### src/rtl/sd_cmd_pkg.sv
// Shared definitions for the SD command path: FSM state codes, response
// type codes, fixed frame bits and the CRC7 single-bit update.
package sd_cmd_pkg;

  // One-hot state codes of the command scheduler
  typedef enum logic [5:0] {
    S_IDLE  = 6'b000001,
    S_CALC  = 6'b000010,
    S_ISSUE = 6'b000100,
    S_ACK   = 6'b001000,
    S_ABORT = 6'b010000,
    S_DONE  = 6'b100000
  } state_t;

  localparam logic [1:0] RESP_NONE = 2'b00;
  localparam logic [1:0] RESP_R48  = 2'b01;
  localparam logic [1:0] RESP_R136 = 2'b10;

  localparam logic START_BIT = 1'b0;
  localparam logic TX_BIT    = 1'b1;
  localparam logic END_BIT   = 1'b1;

  localparam logic [6:0] CRC7_POLY = 7'h09;

  // One step of the MSB-first CRC7 shift register (x^7 + x^3 + 1)
  function automatic logic [6:0] crc7_step(input logic [6:0] crc, input logic bit_in);
    logic fb;
    fb = bit_in ^ crc[6];
    return {crc[5:0], 1'b0} ^ (fb ? CRC7_POLY : 7'h00);
  endfunction

endpackage

### src/rtl/crc7_serial.sv
// Serial CRC7 generator, one message bit per enabled cycle, MSB first.
module crc7_serial
  import sd_cmd_pkg::*;
(
  input  logic       sd_clock,
  input  logic       reset,
  input  logic       clr,
  input  logic       en,
  input  logic       bit_in,
  output logic [6:0] crc
);

  // CRC register: cleared by clr, advanced by one bit when en is high
  always_ff @(posedge sd_clock or posedge reset) begin
    // NOTE: state is updated with non-blocking assignments so every register samples pre-edge values.
    if (reset)    crc <= 7'h00;
    else if (clr) crc <= 7'h00;
    else if (en)  crc <= crc7_step(crc, bit_in);
  end

endmodule

### src/rtl/arbitro_comandos_sd.sv
// Command scheduler for the SD CMD line: arbitrates the software and
// data-layer requesters, builds the 48-bit frame with CRC7 and runs the
// strobe/ack handshake with the physical layer, aborting it on timeout.
module arbitro_comandos_sd
  import sd_cmd_pkg::*;
#(
  parameter int TIMEOUT_CYCLES = 4096,
  parameter int ABORT_CYCLES   = 2
) (
  input  logic         sd_clock,
  input  logic         reset,
  input  logic         sw_req,
  input  logic [5:0]   sw_cmd_index,
  input  logic [31:0]  sw_argument,
  input  logic [1:0]   sw_resp_type,
  output logic         sw_grant,
  output logic         sw_done,
  input  logic         dl_req,
  input  logic [5:0]   dl_cmd_index,
  input  logic [31:0]  dl_argument,
  input  logic [1:0]   dl_resp_type,
  output logic         dl_grant,
  output logic         dl_done,
  output logic         busy,
  output logic [127:0] resp_data,
  output logic         resp_timeout,
  output logic [47:0]  cmd_frame,
  output logic         no_response,
  output logic         strobe_out,
  output logic         ack_out,
  output logic         idle_out,
  input  logic         strobe_in,
  input  logic         ack_in,
  input  logic [127:0] response,
  input  logic         command_timeout
);

  localparam int WD_W = (TIMEOUT_CYCLES > 1) ? $clog2(TIMEOUT_CYCLES) : 1;
  localparam int AB_W = (ABORT_CYCLES > 1) ? $clog2(ABORT_CYCLES) : 1;

  state_t      state, state_nxt;
  logic [5:0]  lat_index;
  logic [31:0] lat_arg;
  logic [1:0]  lat_type;
  logic        lat_dl;
  logic [5:0]  bit_cnt;
  logic [WD_W-1:0] wd;
  logic [AB_W-1:0] ab_cnt;
  logic [6:0]  crc;
  logic [1:0]  req_type, req_type_norm;

  // The grant is decoded from the live request so the latency from grant to
  // strobe_out is the IDLE cycle plus the 40 CALC cycles; it is masked
  // while reset is high so that reset forces every output low.
  wire grant_dl  = (state == S_IDLE) && dl_req && !reset;
  wire grant_sw  = (state == S_IDLE) && sw_req && !dl_req && !reset;
  wire grant_any = grant_dl || grant_sw;

  wire [39:0] header    = {START_BIT, TX_BIT, lat_index, lat_arg};
  wire [5:0]  calc_idx  = 6'd39 - bit_cnt;
  wire        calc_bit  = header[calc_idx];
  wire        calc_last = (bit_cnt == 6'd39);
  wire        wd_expired = (wd == WD_W'(TIMEOUT_CYCLES - 1));
  wire        ab_last    = (ab_cnt == AB_W'(ABORT_CYCLES - 1));

  crc7_serial u_crc (
    .sd_clock (sd_clock),
    .reset    (reset),
    .clr      (grant_any),
    .en       (state == S_CALC),
    .bit_in   (calc_bit),
    .crc      (crc)
  );

  // Response type of the winning requester, 11 folded onto the 48-bit code
  always_comb begin
    req_type = grant_dl ? dl_resp_type : sw_resp_type;
    unique case (req_type)
      RESP_NONE: req_type_norm = RESP_NONE;
      RESP_R136: req_type_norm = RESP_R136;
      default:   req_type_norm = RESP_R48;
    endcase
  end

  // State register
  always_ff @(posedge sd_clock or posedge reset) begin
    if (reset) state <= S_IDLE;
    else       state <= state_nxt;
  end

  // Next-state decode
  always_comb begin
    // NOTE: default assignment first so no path through the case leaves state_nxt unassigned (no latch).
    state_nxt = state;
    unique case (state)
      S_IDLE:  if (grant_any) state_nxt = S_CALC;
      S_CALC:  if (calc_last) state_nxt = S_ISSUE;
      S_ISSUE: if (strobe_in) state_nxt = S_ACK;
               else if (command_timeout || wd_expired) state_nxt = S_ABORT;
      S_ACK:   if (ack_in) state_nxt = S_DONE;
               else if (wd_expired) state_nxt = S_ABORT;
      S_ABORT: if (ab_last) state_nxt = S_DONE;
      S_DONE:  state_nxt = S_IDLE;
      default: state_nxt = S_IDLE;
    endcase
  end

  // Moore outputs plus the grant decode
  always_comb begin
    sw_grant    = grant_sw;
    dl_grant    = grant_dl;
    strobe_out  = (state == S_ISSUE);
    ack_out     = (state == S_ACK);
    idle_out    = (state == S_ABORT);
    sw_done     = (state == S_DONE) && !lat_dl;
    dl_done     = (state == S_DONE) && lat_dl;
    busy        = (state != S_IDLE) || grant_any;
    no_response = (state != S_IDLE) && (lat_type == RESP_NONE);
  end

  // Datapath: command latch, CRC bit counter, frame, watchdog, abort timer, response
  always_ff @(posedge sd_clock or posedge reset) begin
    if (reset) begin
      lat_index    <= '0;
      lat_arg      <= '0;
      lat_type     <= RESP_NONE;
      lat_dl       <= 1'b0;
      bit_cnt      <= '0;
      wd           <= '0;
      ab_cnt       <= '0;
      cmd_frame    <= '0;
      resp_data    <= '0;
      resp_timeout <= 1'b0;
    end else begin
      ab_cnt <= '0;
      if (grant_any) begin
        lat_index    <= grant_dl ? dl_cmd_index : sw_cmd_index;
        lat_arg      <= grant_dl ? dl_argument  : sw_argument;
        lat_type     <= req_type_norm;
        lat_dl       <= grant_dl;
        bit_cnt      <= '0;
        resp_data    <= '0;
        resp_timeout <= 1'b0;
      end
      if (state == S_CALC) begin
        bit_cnt <= bit_cnt + 6'd1;
        wd      <= '0;
        if (calc_last) cmd_frame <= {header, crc7_step(crc, calc_bit), END_BIT};
      end
      if ((state == S_ISSUE || state == S_ACK) && !wd_expired) wd <= wd + WD_W'(1);
      if (state == S_ISSUE && strobe_in) resp_data <= response;
      if (state == S_ABORT) begin
        ab_cnt       <= ab_cnt + AB_W'(1);
        resp_data    <= '0;
        resp_timeout <= 1'b1;
      end
    end
  end

endmodule

### config.mk
export PLATFORM = sky130hd
export DESIGN_NAME = arbitro_comandos_sd
export DESIGN_NICKNAME = d
export VERILOG_FILES = /design/src/rtl/sd_cmd_pkg.sv /design/src/rtl/crc7_serial.sv /design/src/rtl/arbitro_comandos_sd.sv
export SDC_FILE = /design/constraint.sdc
export NUM_CORES = 1
export LEC_CHECK = 0
export CAP_MARGIN = 10
export CORE_MARGIN = 2
export CORE_UTILIZATION = 44
export CTS_CLUSTER_SIZE = 24
export DETAILED_ROUTE_END_ITERATION = 8
export HOLD_SLACK_MARGIN = 0.02
export PLACE_DENSITY = 0.85
export SYNTH_ARGS = -nofsm -noshare
export SYNTH_HDL_FRONTEND = slang
export SYNTH_SLANG_ARGS = --single-unit
### constraint.sdc
create_clock -name sd_clock -period 11.5 [get_ports sd_clock]
set_input_delay 1.15 -clock sd_clock [delete_from_list [all_inputs] [get_ports sd_clock]]
set_output_delay 1.15 -clock sd_clock [all_outputs]
set_load 0.02 [all_outputs]
==> results.txt, run 1 <==
P_int -> 2.09 mW
first-pass GRT wire length -> 48.0 mm
Critical Path AT -> 3.38 ns
DPL Wire Length -> 22.5 mm
DR vias -> 8040
Seq. cell area -> 6210 um2
Layout fillers -> 1665
Post-synth top cells -> 247 x dfrtp_1, 134 x a22o_1, 56 x nand2_1, 56 x o21ai_1, 46 x mux2_1
Die H -> 155 um
Crit Path Max Fanout -> 112
crit share post-route -> 39.4%
YS warnings -> 0
Comb power frac -> 34.0%
worst vdd ir -> 137 uV
Hold Path Class -> reg -> reg
post-synth top area share -> 61.4%
# Post-CTS Setup Buffers -> 0
CTS buffer count -> 26
worst-margin pin slew -> 0.960 ns
placed cell area -> 14300 um2
DRT Pass-1 Iters -> 5
share of cells above drive strength 1 -> 5.46%
sw frac -> 34.0%
CP Launch Type -> input port
Max Slew Vio Count -> 0
row count -> 55
R2R Setup Slk -> 8.54 ns
Area Growth Syn to Fin -> 50.4%
Setup Viol. Count Final -> 0
final net count -> 1374
vias per std cell -> 5.49
Clk pin slew, worst setup/hold paths -> 0.06 ns
Tot Pwr -> 3.17 mW
final instance area -> 15100 um2
Post-Syn Nets -> 998
Met2 Wirelength -> 15.3 mm
Fin. Hold Viols -> 0
Yosys cell types -> 54
leading area contributor after synthesis -> dfrtp_1
Die X -> 155 um
PwrDens -> 209 nW/um2
H-tree Lvls -> 1
Sink Count -> 248
vias in the first global route -> 8621
RSZ-0062 raised after global routing -> no
cts repair resizes -> 0
Synth area leaders -> dfrtp_1 61%, a22o_1 12%, mux2_1 5.1%
most common cell in the netlist -> dfrtp_1
Synth Area per Inst -> 12.9 um2
total gr overflow -> 0
port buffer count -> 399
CTS Root Cell -> clkbuf_16
Total GRT Usage -> 25.6%
post-route ant nets -> 0
DR iter-0 viols -> 434
Die Area -> 24100 um2
core footprint -> 22600 um2
WS Path Type -> in -> out
max layer used -> met5
Routed WL -> 31.4 mm
Clk pwr share -> 26.3%
Residual DRC -> 0
clock skew -> 0.0221 ns
Tmin final -> 4.53 ns
Switching Power -> 1.08 mW
Top Ports -> 401
clock buffer depth -> 3
largest net degree at the start of global routing -> 113
leakage -> 7.02 nW
initial antenna violation count -> 7
critical path data required time -> 10.35 ns
Post-Syn Area -> 10100 um2
Synth Flop Type -> dfrtp_1
Max Freq -> 0.221 GHz
routability-driven placement congestion ratio -> 0.880
setup_tns -> 0 ns
status -> completed
Post-synth EDFFs -> 0
relative slew slack -> 36.0%
Crit. End Element -> output pin
Hold Buf Count CTS -> 0
Initial Util -> 44.6%
routed wl met3 -> 3.01 mm
sequential share of the synthesized area -> 61.7%
Sequential Power Share -> 39.7%
Max Cap Viol -> 0
CTS tree -> yes
ys async rst share -> 100%
WL met1 -> 12.0 mm
drt wl/cell -> 21.5 um
Synth Instances -> 779
register bit total from synthesis -> 248
clk_lat worst skew -> 0.53 ns
Multi-input gate area -> 3580 um2
cell usage in the layout, fill, tap and decap left out, drive strengths merged, types with 5 or more instances in the layout:
| cell | Yosys | layout |
|---|---|---|
| a21oi | 6 | 6 |
| a22o | 134 | 134 |
| a31oi | 5 | 5 |
| buf | 20 | 8 |
| clkbuf | 39 | 39 |
| clkdlybuf4s50 | 0 | 399 |
| clkinv | 1 | 7 |
| dfrtp | 247 | 247 |
| diode | 0 | 6 |
| inv | 13 | 13 |
| mux2 | 46 | 46 |
| mux2i | 36 | 36 |
| mux4 | 9 | 9 |
| nand2 | 56 | 56 |
| nand2b | 5 | 5 |
| nand3 | 13 | 13 |
| nand3b | 7 | 7 |
| nor2 | 18 | 18 |
| o21ai | 61 | 61 |
| xor2 | 5 | 5 |
routing by layer:
metal / global-route usage, % / vias to the layer above
met3: 8.33 / 64
met2: 42.7 / 356
li1: - / 3629
met4: 10.0 / 2
met1: 31.2 / 3989
met5: 0 / -
registers in the layout, summed over array words and instances (netlist names), 2 cells and up:
register,count
bit_cnt,6
cmd_frame,46
lat_arg,32
lat_index,6
lat_type,2
resp_data,128
state,6
u_crc.crc,7
wd,12
cells by family after synthesis:
group / share of synthesized area [%]
simple gates: 6.45
mux: 10.9
flops: 61.7
xor+xnor: 0.696
other cells: 0.0373
fa+ha+maj: 0.497
buf+inv: 2.95
compound gates: 16.8
power groups by stage:
stage	clock network (mW)	logic, mW	registers (mW)
after floorplan	0	0.454	1.37
after global placement	0	1.05	1.26
after CTS	0.849	1.08	1.26
final	0.834	1.08	1.26
after detailed placement	0	1.08	1.26
after global routing	0.886	1.16	1.28
cell type report:
cell class,instances,area share (%)
clock buffer,39,5.16
inverter,14,0.397
clock inverter,7,0.496
timing repair buffer,407,26.8
multi-input combinational,458,23.7
tap,285,2.36
antenna,6,0.0992
sequential,248,41.0
critical path, cell delays in order:
cell	delay, ns
clkdlybuf4s50_1	0.54
inv_8	0.58
o21ai_0	0.26
nand2_1	0.20
clkdlybuf4s50_1	0.63
worst paths after layout:
path | startpoint | depth (start not counted) | to
max | reset | 5 | busy
max in group asynchronous | reset | 3 | lat_type[1]
min in group asynchronous | reset | 2 | state[4]
min reg2reg | ab_cnt | 1 | ab_cnt
max reg2reg | state[3] | 8 | resp_data[71]
min | ab_cnt | 1 | ab_cnt
per-stage QoR:
stage	hold WS, ns	worst slack, ns	instances	utilization, %
finish	0.430	6.97	1464	67.0
global route	0.443	6.73	1463	67.0
CTS	0.430	6.87	1458	67.0
floorplan	0.400	2.60	779	-
global placement	0.421	6.92	1412	63.2
detailed placement	0.422	6.88	1412	63.2
No activity file was read; power rests on OpenSTA's default activity.
==> inputs of run 2 (changes only) <==
==> constraint.sdc (replaced) <==
create_clock -name sd_clock -period 4.3 [get_ports sd_clock]
set_input_delay 0.43 -clock sd_clock [delete_from_list [all_inputs] [get_ports sd_clock]]
set_output_delay 0.43 -clock sd_clock [all_outputs]
set_load 0.02 [all_outputs]
==> run 2 against run 1 <==
Net effect: clock skew down 0.0065 ns; sequential power rose to 2.7 times the previous value; clock power rose to 2.7 times the previous value; routed wire length down 1.1%; worst setup slack worse by 5.9 ns; critical path depth unchanged; register-to-register slack worse by 7.0 ns; die area unchanged; largest cell class unchanged; sequential cell count unchanged; highest routed layer is now met4; via count up 0.62%; global-route usage down 0.41 points.
==> results.txt, run 2 (synthesized netlist as in run 1, its figures left out) <==
total gr overflow -> 0 (unchanged)
clk_lat worst skew -> 0.52 ns (about the same)
crit share post-route -> 76.2%
WS Path Type -> reg -> out
initial antenna violation count -> 0 (-7)
CTS Root Cell -> clkbuf_16
RSZ-0062 raised after global routing -> no
Die Area -> 24100 um2 (unchanged)
placed cell area -> 14300 um2 (+0.32%)
CP Launch Type -> flop
PwrDens -> 562 nW/um2 (+170%)
largest net degree at the start of global routing -> 182 (+61%)
Critical Path AT -> 2.85 ns (-0.53 ns)
port buffer count -> 399 (unchanged)
first-pass GRT wire length -> 47.3 mm (-1.4%)
status -> completed
Crit Path Max Fanout -> 6 (-95%)
post-route ant nets -> 0 (unchanged)
worst-margin pin slew -> 0.947 ns (-0.0128 ns)
critical path data required time -> 3.87 ns (-6.48 ns)
row count -> 55 (unchanged)
Fin. Hold Viols -> 0 (unchanged)
# Post-CTS Setup Buffers -> 0 (unchanged)
Hold Buf Count CTS -> 0 (unchanged)
drt wl/cell -> 21.3 um (-0.89%)
DR vias -> 8090 (+0.62%)
post-layout util -> 67.1% (+0.11 points)
share of cells above drive strength 1 -> 5.70% (+0.24 points)
leakage -> 7.03 nW (+0.11%)
Max Slew Vio Count -> 0 (unchanged)
commonest cells after routing, fill and taps aside -> 399 x clkdlybuf4s50_1, 247 x dfrtp_1, 134 x a22o_1
Top reg by flops -> resp_data
DPL Wire Length -> 21.8 mm (-2.9%)
n_diodes -> 0 (-6)
Hold Path Class -> reg -> reg
Routed WL -> 31.1 mm (-1.1%)
Top Ports -> 401 (unchanged)
routability-driven placement congestion ratio -> 0.819 (-6.9%)
Die H -> 155 um (unchanged)
final net count -> 1376 (+0.15%)
Initial Util -> 44.6% (unchanged)
DRT Pass-1 Iters -> 6 (+1)
Sink Count -> 248 (unchanged)
CTS tree -> yes
commonest non-fill, non-tap cell in the layout -> clkdlybuf4s50_1
Tmin final -> 3.28 ns
Clk pin slew, worst setup/hold paths -> 0.06 ns (about the same)
CTS buffer count -> 26 (unchanged)
Residual DRC -> 0 (unchanged)
H-tree Lvls -> 1 (unchanged)
relative slew slack -> 36.8% (+0.85 points)
number of flip-flops in the largest register -> 128 (unchanged)
Total GRT Usage -> 25.2% (-0.41 points)
largest registers -> resp_data (128), cmd_frame (46), lat_arg (32)
Die X -> 155 um (unchanged)
clock buffer depth -> 3 (unchanged)
Area Growth Syn to Fin -> 50.6%
Setup Viol. Count Final -> 0 (unchanged)
Crit. End Element -> output pin
vias in the first global route -> 8179 (-5.1%)
core footprint -> 22600 um2 (unchanged)
Max Freq -> 0.305 GHz
vias per std cell -> 5.54 (+0.83%)
cts repair resizes -> 0 (unchanged)
final instance area -> 15200 um2 (+0.17%)
clock skew -> 0.0156 ns (-0.00646 ns)
Max Cap Viol -> 0 (unchanged)
DR iter-0 viols -> 549 (+26%)
worst vdd ir -> 315 uV (+130%)
## run 2: metal layers
metal,global-route usage [%],share of wire [%]
met4,10.1,4.4
met2,40.7,48
met1,33.6,42
met3,5.43,6.3
met5,0,0
## run 2: final timing paths
path	start	endpoint	slack, ns	depth (start not counted)
max	state[3]	sw_grant	1.02	5
min	ab_cnt	ab_cnt	0.43	1
max reg2reg	state[3]	resp_data[114]	1.58	7
min reg2reg	ab_cnt	ab_cnt	0.43	1
max in group asynchronous	reset	wd[8]	2.16	4
min in group asynchronous	reset	state[1]	0.69	3
## run 2: report_power, final
part           switching [mW]  internal, mW  leakage, nW  total, mW
combinational            1.53          1.39         3.23       2.92
clock                   0.896          1.34        0.413       2.24
sequential              0.451          2.91         3.38       3.36
total                    2.88          5.64         7.03       8.51
## run 2: cell type report
class / instances / area, um2
tap: 285 / 357
multi-input combinational: 458 / 3590
clock buffer: 41 / 768
inverter: 14 / 57.6
sequential: 248 / 6210
timing repair buffer: 409 / 4090
clock inverter: 6 / 82.6
fill: 1636 / 7420
## run 2: critical path: stages, from the launching register on
cell and delay, ns:
dfrtp_1 0.43, nor4_1 0.54, nand3b_1 0.26, nor4b_2 0.29
buf_4 0.20, clkdlybuf4s50_1 0.61
## run 2: through the flow
stage	setup slack [ns]	TNS (ns)	hold slack, ns	instances	total power, mW
4_1_cts	1.05	0	0.430	1461	8.57
5_1_grt	0.925	0	0.454	1461	8.93
2_1_floorplan	-1.29	-221.00	0.400	779	4.99
6_report	1.02	0	0.426	1461	8.51
3_5_place_dp	1.54	0	0.422	1414	6.29
3_3_place_gp	1.59	0	0.414	1414	6.19
==> inputs of run 3 (changes only) <==
--- a/config.mk
+++ b/config.mk
@@ -7,11 +7,11 @@
 export LEC_CHECK = 0
 export CAP_MARGIN = 10
 export CORE_MARGIN = 2
-export CORE_UTILIZATION = 44
+export CORE_UTILIZATION = 39
 export CTS_CLUSTER_SIZE = 24
 export DETAILED_ROUTE_END_ITERATION = 8
 export HOLD_SLACK_MARGIN = 0.02
-export PLACE_DENSITY = 0.85
+export PLACE_DENSITY = 0.8
 export SYNTH_ARGS = -nofsm -noshare
 export SYNTH_HDL_FRONTEND = slang
 export SYNTH_SLANG_ARGS = --single-unit
==> constraint.sdc (replaced) <==
create_clock -name sd_clock -period 2.85 [get_ports sd_clock]
set_input_delay 0.285 -clock sd_clock [delete_from_list [all_inputs] [get_ports sd_clock]]
set_output_delay 0.285 -clock sd_clock [all_outputs]
set_load 0.02 [all_outputs]
==> run 3 against run 2 <==
Net effect: combinational power grew 53%; global-route usage shrank 3.4 points; die area grew 12%; critical path type unchanged; critical endpoint is now idle_out; highest routed layer is now met5.
==> results.txt, run 3 (synthesized netlist as in run 1, its figures left out) <==
CP Launch Type -> flop
hold path cells -> 2 (+1)
post-route ant nets -> 0 (unchanged)
DR vias -> 8029 (-0.75%)
Total GRT Usage -> 21.8% (-3.4 points)
Tot Pwr -> 13.1 mW (+54%)
status -> completed
relative slew slack -> 50.8% (+14 points)
first-pass GRT wire length -> 46.5 mm (-1.8%)
routability-driven placement congestion ratio -> 0.814 (-0.67%)
worst min-delay path startpoint -> response[47]
clock buffer depth -> 3 (unchanged)
number of flip-flops in the largest register -> 128 (unchanged)
Crit path max-delay family -> buffers and inverters
leakage -> 7.11 nW (+1.3%)
DR iter-0 viols -> 639 (+16%)
final net count -> 1384 (+0.58%)
H-tree Lvls -> 1 (unchanged)
hold_ws -> 0.353 ns (-0.0729 ns)
Area Growth Syn to Fin -> 53.0%
crit share post-route -> 96.2%
DPL Wire Length -> 21.8 mm (about the same)
Hold Buf Count CTS -> 0 (unchanged)
port buffer count -> 399 (unchanged)
R2R Setup Slk -> 0.23 ns (-1.35 ns)
Top reg by flops -> resp_data
clk_lat worst skew -> 0.54 ns (+0.02 ns)
DRT Pass-1 Iters -> 5 (-1)
Sink Count -> 248 (unchanged)
worst-margin pin slew -> 0.738 ns (-0.210 ns)
commonest non-fill, non-tap cell in the layout -> clkdlybuf4s50_1
Setup Viol. Count Final -> 0 (unchanged)
Die H -> 165 um (+6.1%)
Die Area -> 27100 um2 (+12%)
setup_tns -> 0 ns (unchanged)
commonest cells after routing, fill and taps aside -> 398 x clkdlybuf4s50_1, 247 x dfrtp_1, 134 x a22o_1
Worst Path Buf+Inv -> 2 (unchanged)
vias per std cell -> 5.30 (-4.4%)
Residual DRC -> 0 (unchanged)
PwrDens -> 851 nW/um2 (+51%)
Max Freq -> 0.365 GHz
Crit. End Element -> output pin
core footprint -> 25300 um2 (+12%)
worst vdd ir -> 641 uV (+100%)
RR Endpoint -> state[2]
largest registers -> resp_data (128), cmd_frame (46), lat_arg (32)
initial antenna violation count -> 2 (+2)
Initial Util -> 39.8% (-4.7 points)
RR Startpoint -> bit_cnt[2]
Max Cap Viol -> 0 (unchanged)
Top Ports -> 401 (unchanged)
Layout fillers -> 1959 (+20%)
row count -> 58 (+5.5%)
Hold Path Class -> in -> reg
Fin. Hold Viols -> 0 (unchanged)
share of cells above drive strength 1 -> 7.08% (+1.4 points)
worst r2r path cells -> 5 (-2)
Max Slew Vio Count -> 0 (unchanged)
Cell Chain, Critical Path -> nor4_1 > nand3b_1 > inv_1 > clkdlybuf4s50_1
largest net degree at the start of global routing -> 130 (-29%)
total gr overflow -> 0 (unchanged)
CTS Root Cell -> clkbuf_16
Critical Path AT -> 2.46 ns (-0.39 ns)
Largest stage delay, worst path -> 0.65 ns (+0.04 ns)
clock skew -> 0.0242 ns (+0.00859 ns)
RSZ-0062 raised after global routing -> no
Crit Path Max Fanout -> 7 (+1)
Die X -> 165 um (+6.1%)
# Post-CTS Setup Buffers -> 0 (unchanged)
Tmin final -> 2.74 ns
Clk pin slew, worst setup/hold paths -> 0.06 ns (about the same)
drt wl/cell -> 20.2 um (-4.9%)
slowest CP cell -> clkdlybuf4s50_1
WS Path Type -> reg -> out
CTS buffer count -> 28 (+7.7%)
vias in the first global route -> 8140 (-0.48%)
WHS Endpoint -> resp_data[47]
critical path data required time -> 2.57 ns (-1.30 ns)
n_diodes -> 0 (unchanged)
CTS tree -> yes
Routed WL -> 30.7 mm (-1.3%)
-- run 3: layer usage --
layer  track usage [%]  vias to the layer above  wire (um)
li1                  -                     3655          -
met1              29.3                     4046      12700
met5                 0                        -         32
met3              4.32                       70       1640
met4              7.51                        4       1070
met2              35.6                      254      15200
-- run 3: worst max-delay path by stage --
stage	from	endpoint	slack [ns]	cells after the start
2_1_floorplan	reset	lat_arg[31]	-2.60	5
6_report	state[2]	idle_out	0.11	4
3_5_place_dp	bit_cnt[2]	state[2]	0.26	5
3_3_place_gp	state[3]	sw_grant	0.33	4
5_1_grt	state[5]	dl_grant	0.009	5
4_1_cts	state[3]	dl_grant	0.03	5
-- run 3: what timing repair did --
item                       4_1_cts  5_1_grt
pin swaps                        0        1
setup endpoints to repair        2        3
resized for setup                2        3
cloned                           0        0
-- run 3: per-stage QoR --
stage          cells  area [um2]  setup slack [ns]  util (%)
2_1_floorplan    779       10200             -2.60         -
3_3_place_gp    1465       14500             0.332      57.2
3_5_place_dp    1465       14500             0.260      57.2
4_1_cts         1516       15400            0.0287      60.9
5_1_grt         1516       15400           0.00910      61.0
6_report        1516       15400             0.108      61.0
-- run 3: worst reg2reg max path, delay by kind of cell (launching register included) --
| kind | cells | cell delay [ns] |
|---|---|---|
| flip-flops | 1 | 0.76 |
| AO/OA/AOI/OAI | 1 | 0.71 |
| AND/OR/NAND/NOR | 3 | 0.68 |
| multiplexers | 1 | 0.34 |
-- run 3: where the power goes --
group	total [mW]	switching [mW]	internal [mW]	leakage [nW]
Combinational	4.46	2.30	2.16	3.29
Sequential	5.07	0.686	4.38	3.38
Clock	3.57	1.45	2.12	0.446
-- run 3: final cells by class --
type / instances / area [um2] / area share [%]
Clock inverter: 13 / 130 / 0.845
Sequential cell: 248 / 6210 / 40.3
Multi-Input combinational cell: 458 / 3610 / 23.5
Inverter: 14 / 57.6 / 0.374
Timing Repair Buffer: 415 / 4190 / 27.2
Clock buffer: 38 / 790 / 5.13
Tap cell: 330 / 413 / 2.68
